[config.mk]
export PLATFORM = sky130hd
export DESIGN_NAME = mac_accumulator
export DESIGN_NICKNAME = d
export VERILOG_FILES = /design/src/rtl/mac_accumulator.sv
export SDC_FILE = /design/constraint.sdc
export NUM_CORES = 1
export LEC_CHECK = 0
export CORE_UTILIZATION = 53
export DETAILED_ROUTE_END_ITERATION = 10
export PLACE_DENSITY = 0.71
export SLEW_MARGIN = 10
export SYNTH_ARGS = -nofsm -noshare
export SYNTH_HDL_FRONTEND = slang
export SYNTH_SLANG_ARGS = --single-unit
[constraint.sdc]
create_clock -name clk_i -period 3.8 [get_ports clk_i]
set_input_delay 0.76 -clock clk_i [delete_from_list [all_inputs] [get_ports clk_i]]
set_output_delay 0.76 -clock clk_i [all_outputs]
set_load 0.01 [all_outputs]
[src/rtl/mac_accumulator.sv]
// mac_accumulator: streams A/B pairs, accumulates K products, emits one saturated C element per dot product
module mac_accumulator #(
    parameter int NUM_BITS = 16,
    parameter int K        = 4
) (
    input  logic                clk_i,
    input  logic                rst_i,
    input  logic [NUM_BITS-1:0] a_i,
    input  logic [NUM_BITS-1:0] b_i,
    input  logic                in_valid_i,
    output logic                in_ready_o,
    input  logic                abort_i,
    output logic [NUM_BITS-1:0] c_o,
    output logic                c_valid_o,
    output logic                sat_o
);
    localparam int PW = 2 * NUM_BITS;
    localparam int AW = PW + $clog2(K);
    localparam int CW = $clog2(K);
    localparam logic [CW-1:0] LAST = CW'(K - 1);

    typedef enum logic [1:0] {IDLE, ACCUM, FLUSH, EMIT} state_t;

    state_t              r_state;
    logic [CW-1:0]       r_cnt;
    logic [AW-1:0]       r_acc;
    logic [PW-1:0]       r_p;
    logic                r_pv;
    logic [NUM_BITS-1:0] r_c;
    logic                r_cv;
    logic                r_sat;

    logic                w_take;
    logic                w_last;
    logic                w_sat;
    logic [PW-1:0]       w_prod;

    assign in_ready_o = ~rst_i & (r_state != FLUSH);
    assign w_take     = in_valid_i & in_ready_o;
    assign w_last     = r_cnt == LAST;
    assign w_sat      = |r_acc[AW-1:NUM_BITS];
    assign w_prod     = a_i * b_i;
    assign c_o        = r_c;
    assign c_valid_o  = r_cv;
    assign sat_o      = r_sat;

    // Beat counting and result emission; abort never suppresses a pulse already in EMIT
    always_ff @(posedge clk_i or posedge rst_i) begin
        if (rst_i) begin
            r_state <= IDLE;
            r_cnt   <= '0;
            r_c     <= '0;
            r_cv    <= 1'b0;
            r_sat   <= 1'b0;
        end else begin
            r_cv <= r_state == EMIT;
            if (r_state == EMIT) begin
                r_c   <= w_sat ? '1 : r_acc[NUM_BITS-1:0];
                r_sat <= w_sat;
            end
            if (abort_i) begin
                r_state <= IDLE;
                r_cnt   <= '0;
            end else begin
                case (r_state)
                    IDLE: if (w_take) begin
                        r_state <= ACCUM;
                        r_cnt   <= CW'(1);
                    end
                    ACCUM: if (w_take) begin
                        r_cnt   <= w_last ? '0 : r_cnt + CW'(1);
                        r_state <= w_last ? FLUSH : ACCUM;
                    end
                    FLUSH: r_state <= EMIT;
                    EMIT: begin
                        r_state <= w_take ? ACCUM : IDLE;
                        r_cnt   <= w_take ? CW'(1) : '0;
                    end
                endcase
            end
        end
    end

    // Product register: one full-precision product per accepted beat
    always_ff @(posedge clk_i or posedge rst_i) begin
        if (rst_i) begin
            r_p  <= '0;
            r_pv <= 1'b0;
        end else begin
            r_pv <= w_take & ~abort_i;
            if (w_take)
                r_p <= w_prod;
        end
    end

    // Accumulator: cleared when a result is taken or the vector is aborted
    always_ff @(posedge clk_i or posedge rst_i) begin
        if (rst_i)
            r_acc <= '0;
        else if (abort_i || r_state == EMIT)
            r_acc <= '0;
        else if (r_pv)
            r_acc <= r_acc + AW'(r_p);
    end
endmodule

# Word-level counts from Yosys, hierarchy flattened

Cells that the tools add are included.

Flip-flop bits (word level): 89

Add/sub/neg operators: 2
Multipliers: 1
Equality and inequality tests: 7
Mux-type cells: 13
Bitwise operators: 5
Reductions and logical operators: 7

Operator list:

| kind                                                                  | number |
|---|---|
| 34-bit two-way mux                                                    | 2 |
| 34-bit by 32-bit adder with 34-bit output                             | 1 |
| 16-bit by 16-bit multiplier with 32-bit output                        | 1 |
| 18-bit OR reduction                                                   | 1 |
| 16-bit two-way mux                                                    | 1 |
| 2-bit two-way mux                                                     | 7 |
| 2-bit case mux with 4 select lines                                    | 1 |
| 2-bit equality test, second input constant                            | 3 |
| 3-bit != test, second input constant                                  | 2 |
| 2-bit case mux with 3 select lines                                    | 1 |
| 4-bit nonzero test                                                    | 1 |
| 1-bit bitwise AND                                                     | 3 |
| 3-bit AND reduction                                                   | 1 |
| 2-bit by 1-bit adder with 2-bit output, second input constant         | 1 |
| 2-bit by 1-bit equality test with 1-bit output, second input constant | 1 |
| 2-bit logical NOT                                                     | 1 |
| 2-bit != test, second input constant                                  | 1 |
| 1-bit NOT                                                             | 2 |
| 2-bit AND reduction                                                   | 1 |
| 2-bit nonzero test                                                    | 1 |
| 1-bit logical OR                                                      | 1 |
| 1-bit two-way mux                                                     | 1 |

# Longest topological paths before layout

Depth after elaboration: 6
Depth in mapped cells: 24

# Least setup slack after synthesis

No wires, ideal clock.

Kind: input-to-reg
Start: input port b_i[1]
End: register r_p[27]
Library setup time: 131 ps
Data arrival time: 6,079 ps
Setup slack: -2,410 ps
Cell stages on the path: 21
Cell sequence: clkbuf_1 -> nand2_1 -> fa_1 -> fa_1 -> fa_1 -> inv_1 -> fa_1 -> fa_1 -> inv_1 -> fa_1 -> inv_1 -> ha_1 -> a21o_1 -> a21o_1 -> a21oi_1 -> o21ai_2 -> a31o_2 -> o41ai_4 -> o21ai_1 -> xnor2_1 -> o21ai_1

Longest elaborated chain between the ends: 1

Ends and longest elaborated chain:

| item                                           | RTL line | source |
|---|---|---|
| from (decl)                                    | 9        | `input logic [NUM_BITS-1:0] b_i,` |
| 16-bit by 16-bit multiplier with 32-bit output | 42       | `assign w_prod = a_i * b_i;` |
| to (signal assigned)                           | 92       | `r_p <= w_prod;` |
| to (decl)                                      | 27       | `logic [PW-1:0] r_p;` |

No other way between the ends.
A chain may end at the register's enable or synchronous reset.

# Worst setup path after layout

Start: input port a_i[7]
End: register r_p[28]

Longest elaborated chain between the ends: 1

Ends and longest elaborated chain:

| item                                           | RTL line | source |
|---|---|---|
| from (decl)                                    | 8        | `input logic [NUM_BITS-1:0] a_i,` |
| 16-bit by 16-bit multiplier with 32-bit output | 42       |  |

No other way between the ends.

==> results.md <==
* Number of global-route vias before repair at 11,536
* Violated checks: negative setup slack
* Die Wd at 162 um
* Crit end category: flop
* Syn_nets at 1,880
* Clock latency at the later pin of the worst-skew pair at 0.36 ns
* Top FF cell, synth: dfrtp_1
* Post-Place Cells at roughly 2,000
* Final Non-Filler Cells at between 2,000 and 2,500
* Mux cell area share after synthesis at 0.0140
* Pin slew with the least headroom to its limit at 0.855 ns
* Mapped Cells at 1,512
* Compound-cell area share of the yosys netlist at 0.121
* Drt first-iter violations at 518
* H-tree levels at 3
* Synth Warn # at 0
* Port Buffer Count at 54
* Num CTS Buffers at 9
* XOR/XNOR Fraction of Synth Area at 0.0303
* Crit path launch type: primary input
* Core box area at 25,200 um2
* Final Max Tran Viols at 0
* Via density at 5.43
* Hold Vio Cnt, Final at 0
* Crit Path Class: in -> reg
* Post-synth cell types at 66
* Number of nets with antenna violations after routing at 0
* Longest Clk Path Bufs at 2
* Fin nets at between 2,000 and 2,500
* Remaining global-route overflow at 0
* Synth Register Bits at between 80 and 90
* CTS Hold Buffers Added at 0
* Status: complete, but fails checks
* Adder-cell share of the synthesized area at 0.414
* HP Class: reg -> reg
* Top Ports at 55
* Final WS setup at -2.04 ns
* RD Place Congestion at 0.910
* Final Critical Period at 5.84 ns
* Number of synthesized flops with an enable pin at 0
* Post-layout instance area at roughly 17,000 um2
* Initial antenna violation count at 0
* Final setup vio count at 26
* Worst Path Required at 4.03 ns
* Filler cell count at 1,851
* Clock sink total at 89
* Rows at between 50 and 60
* Clock skew at 0.0123 ns
* GRT Total Usage at 0.260
* Synth Area in Simple Gates at 0.170
* Final Cycle Share at 1.54
* Achievable frequency at 0.171 GHz
* Pre-antenna DRT Iters at 5
* Via count at roughly 11,000
* Main combinational cell family by area after synthesis: adder cells
* Drc violations at 0
* Reg2Reg Setup Slack at roughly 0.62 ns
* Antenna cells at 0
* Die span in y at 162 um
* Post-Syn Area at ~14,000 um2
* Global-route wire length before repair at about 55,000 um
* Largest net degree at the start of global routing at 50
* Initial core utilization at 0.539
* Final wirelength at ~34,000 um
* WHS at between 0.4 and 0.5 ns
* Layout cell share with drive strength beyond 1 at 0.271
* Clock Pin Slew Worst Setup and Hold Paths at 0.07 ns
* Unrepaired setup endpoints after global routing: true
* FFs w/ async S/R, synth at 1.00
* Worst slew margin at 0.428
* # Max-Cap Violations at 0
* DIE AREA at 26,300 um2
* Area Overhead vs Synth at 28.6%
* Crit Path Max Fanout at 6
* TritonCTS clock tree: built
* Syn_area_per_cell at 8.98 um2
* Crit path DAT at 6.07 ns
* Register area share after synthesis at 0.164
* Detailed placement HPWL at 25,900 um
* Dpl cell area at 15,900 um2
* CTS root buf: clkbuf_16
* Routed WL per cell at 16.5 um
-- critical path, cell delays in order --
cell	delay, ns
buf_6	0.11
and2_4	0.15
fa_1	0.54
inv_1	0.07
fa_1	0.46
fa_1	0.54
inv_2	0.04
fa_1	0.48
fa_1	0.52
inv_1	0.06
fa_1	0.51
inv_2	0.06
ha_4	0.28
buf_6	0.09
nand4_1	0.12
nor2_1	0.12
nand3_1	0.14
nand4bb_4	0.18
a311oi_4	0.11
buf_4	0.17
o41ai_4	0.34
xnor2_1	0.16
o21ai_1	0.07
-- metrics by stage --
| stage | worst slack [ns] | setup TNS (ns) | utilization |
|---|---|---|---|
| 2_1_floorplan | -2.03 | -38.43 | - |
| 3_3_place_gp | -2.74 | -60.71 | 0.632 |
| 3_5_place_dp | -2.82 | -63.03 | 0.632 |
| 4_1_cts | -2.09 | -41.08 | 0.673 |
| 5_1_grt | -2.25 | -45.92 | 0.694 |
| 6_report | -2.04 | -41.83 | 0.694 |
-- placed cells by master, fill, tap and decap left out, types with 17 or more instances in the layout --
master	n
inv_1	211
fa_1	182
nand2_1	177
buf_4	154
ha_1	112
and2_1	101
dfrtp_1	89
buf_6	72
nor2_1	58
a21oi_1	48
inv_2	35
o21ai_1	32
a21o_1	27
and2_4	27
ha_4	24
xnor2_1	23
clkdlybuf4s50_1	23
mux2i_1	19
xor2_1	17
o21ai_0	17
-- timing repair --
| action | 4_1_cts | 5_1_grt |
|---|---|---|
| setup buffers | 34 | 21 |
| gates cloned | 4 | 0 |
| resized for setup | 251 | 125 |
| pin swaps | 101 | 93 |
| setup endpoints to repair | 27 | 27 |
-- final timing paths --
path / depth (start not counted) / end / start
min in group asynchronous: 3 / r_pv / rst_i
min: 2 / r_p[3] / r_p[3]
max: 23 / r_p[28] / a_i[7]
min reg2reg: 2 / r_p[3] / r_p[3]
max in group asynchronous: 4 / c_o[8] / rst_i
max reg2reg: 11 / r_acc[30] / r_acc[0]
-- Yosys cell counts (6+ instances only) --
library cell / number / area, um2
xnor2_1: 27 / 236
a31oi_1: 13 / 81.3
nand2_1: 202 / 758
mux2i_1: 19 / 190
o22a_1: 16 / 140
nor3_1: 8 / 40.0
dfrtp_1: 89 / 2230
nor4_1: 6 / 37.5
o21ai_1: 18 / 90.1
o21ai_0: 41 / 205
ha_1: 137 / 1710
fa_1: 195 / 3900
and3_1: 7 / 43.8
o31ai_1: 7 / 52.6
nor2b_1: 9 / 56.3
a21oi_1: 60 / 300
xor2_1: 20 / 175
nor2_1: 62 / 233
and2_1: 128 / 801
inv_1: 247 / 927
nand4_1: 10 / 62.6
nand3_1: 17 / 85.1
clkbuf_1: 53 / 199
a211oi_1: 18 / 135
a21o_1: 27 / 203
-- sequential cells by signal (all words and copies together), names as in the netlist --
name       count
r_cnt          2
r_p           32
c_o           16
r_pv           1
c_valid_o      1
r_acc         34
sat_o          1
r_state        2
-- kinds of logic after synthesis --
kind of cell / Yosys count
muxes: 19
adders and majority gates: 332
buffers and inverters: 306
and+or+nand+nor: 475
AOI/OAI and AO/OA: 244
xor gates and xnor gates: 47
DFF: 89
-- layer usage --
| layer | vias to the layer above | GRT usage | share of wire |
|---|---|---|---|
| li1 | 5317 | - | - |
| met1 | 5626 | 0.349 | 0.44 |
| met2 | 266 | 0.443 | 0.50 |
| met3 | 78 | 0.0207 | 0.029 |
| met4 | 0 | 0.0892 | 0.031 |
| met5 | - | 0 | 0 |
-- final cells by class --
cell class              instances  area (um2)  area share
multi-input cells            1117       11100       0.636
clock inverters                 7        72.6     0.00415
clock buffers                   9         225      0.0129
inverters                     247         928      0.0531
repair buffers                278        2500       0.143
flip-flops and latches         89        2230       0.127
well taps                     330         413      0.0236
Power is not shown: default switching activity piles up to over one toggle a cycle in this logic, so the estimate is an artifact.
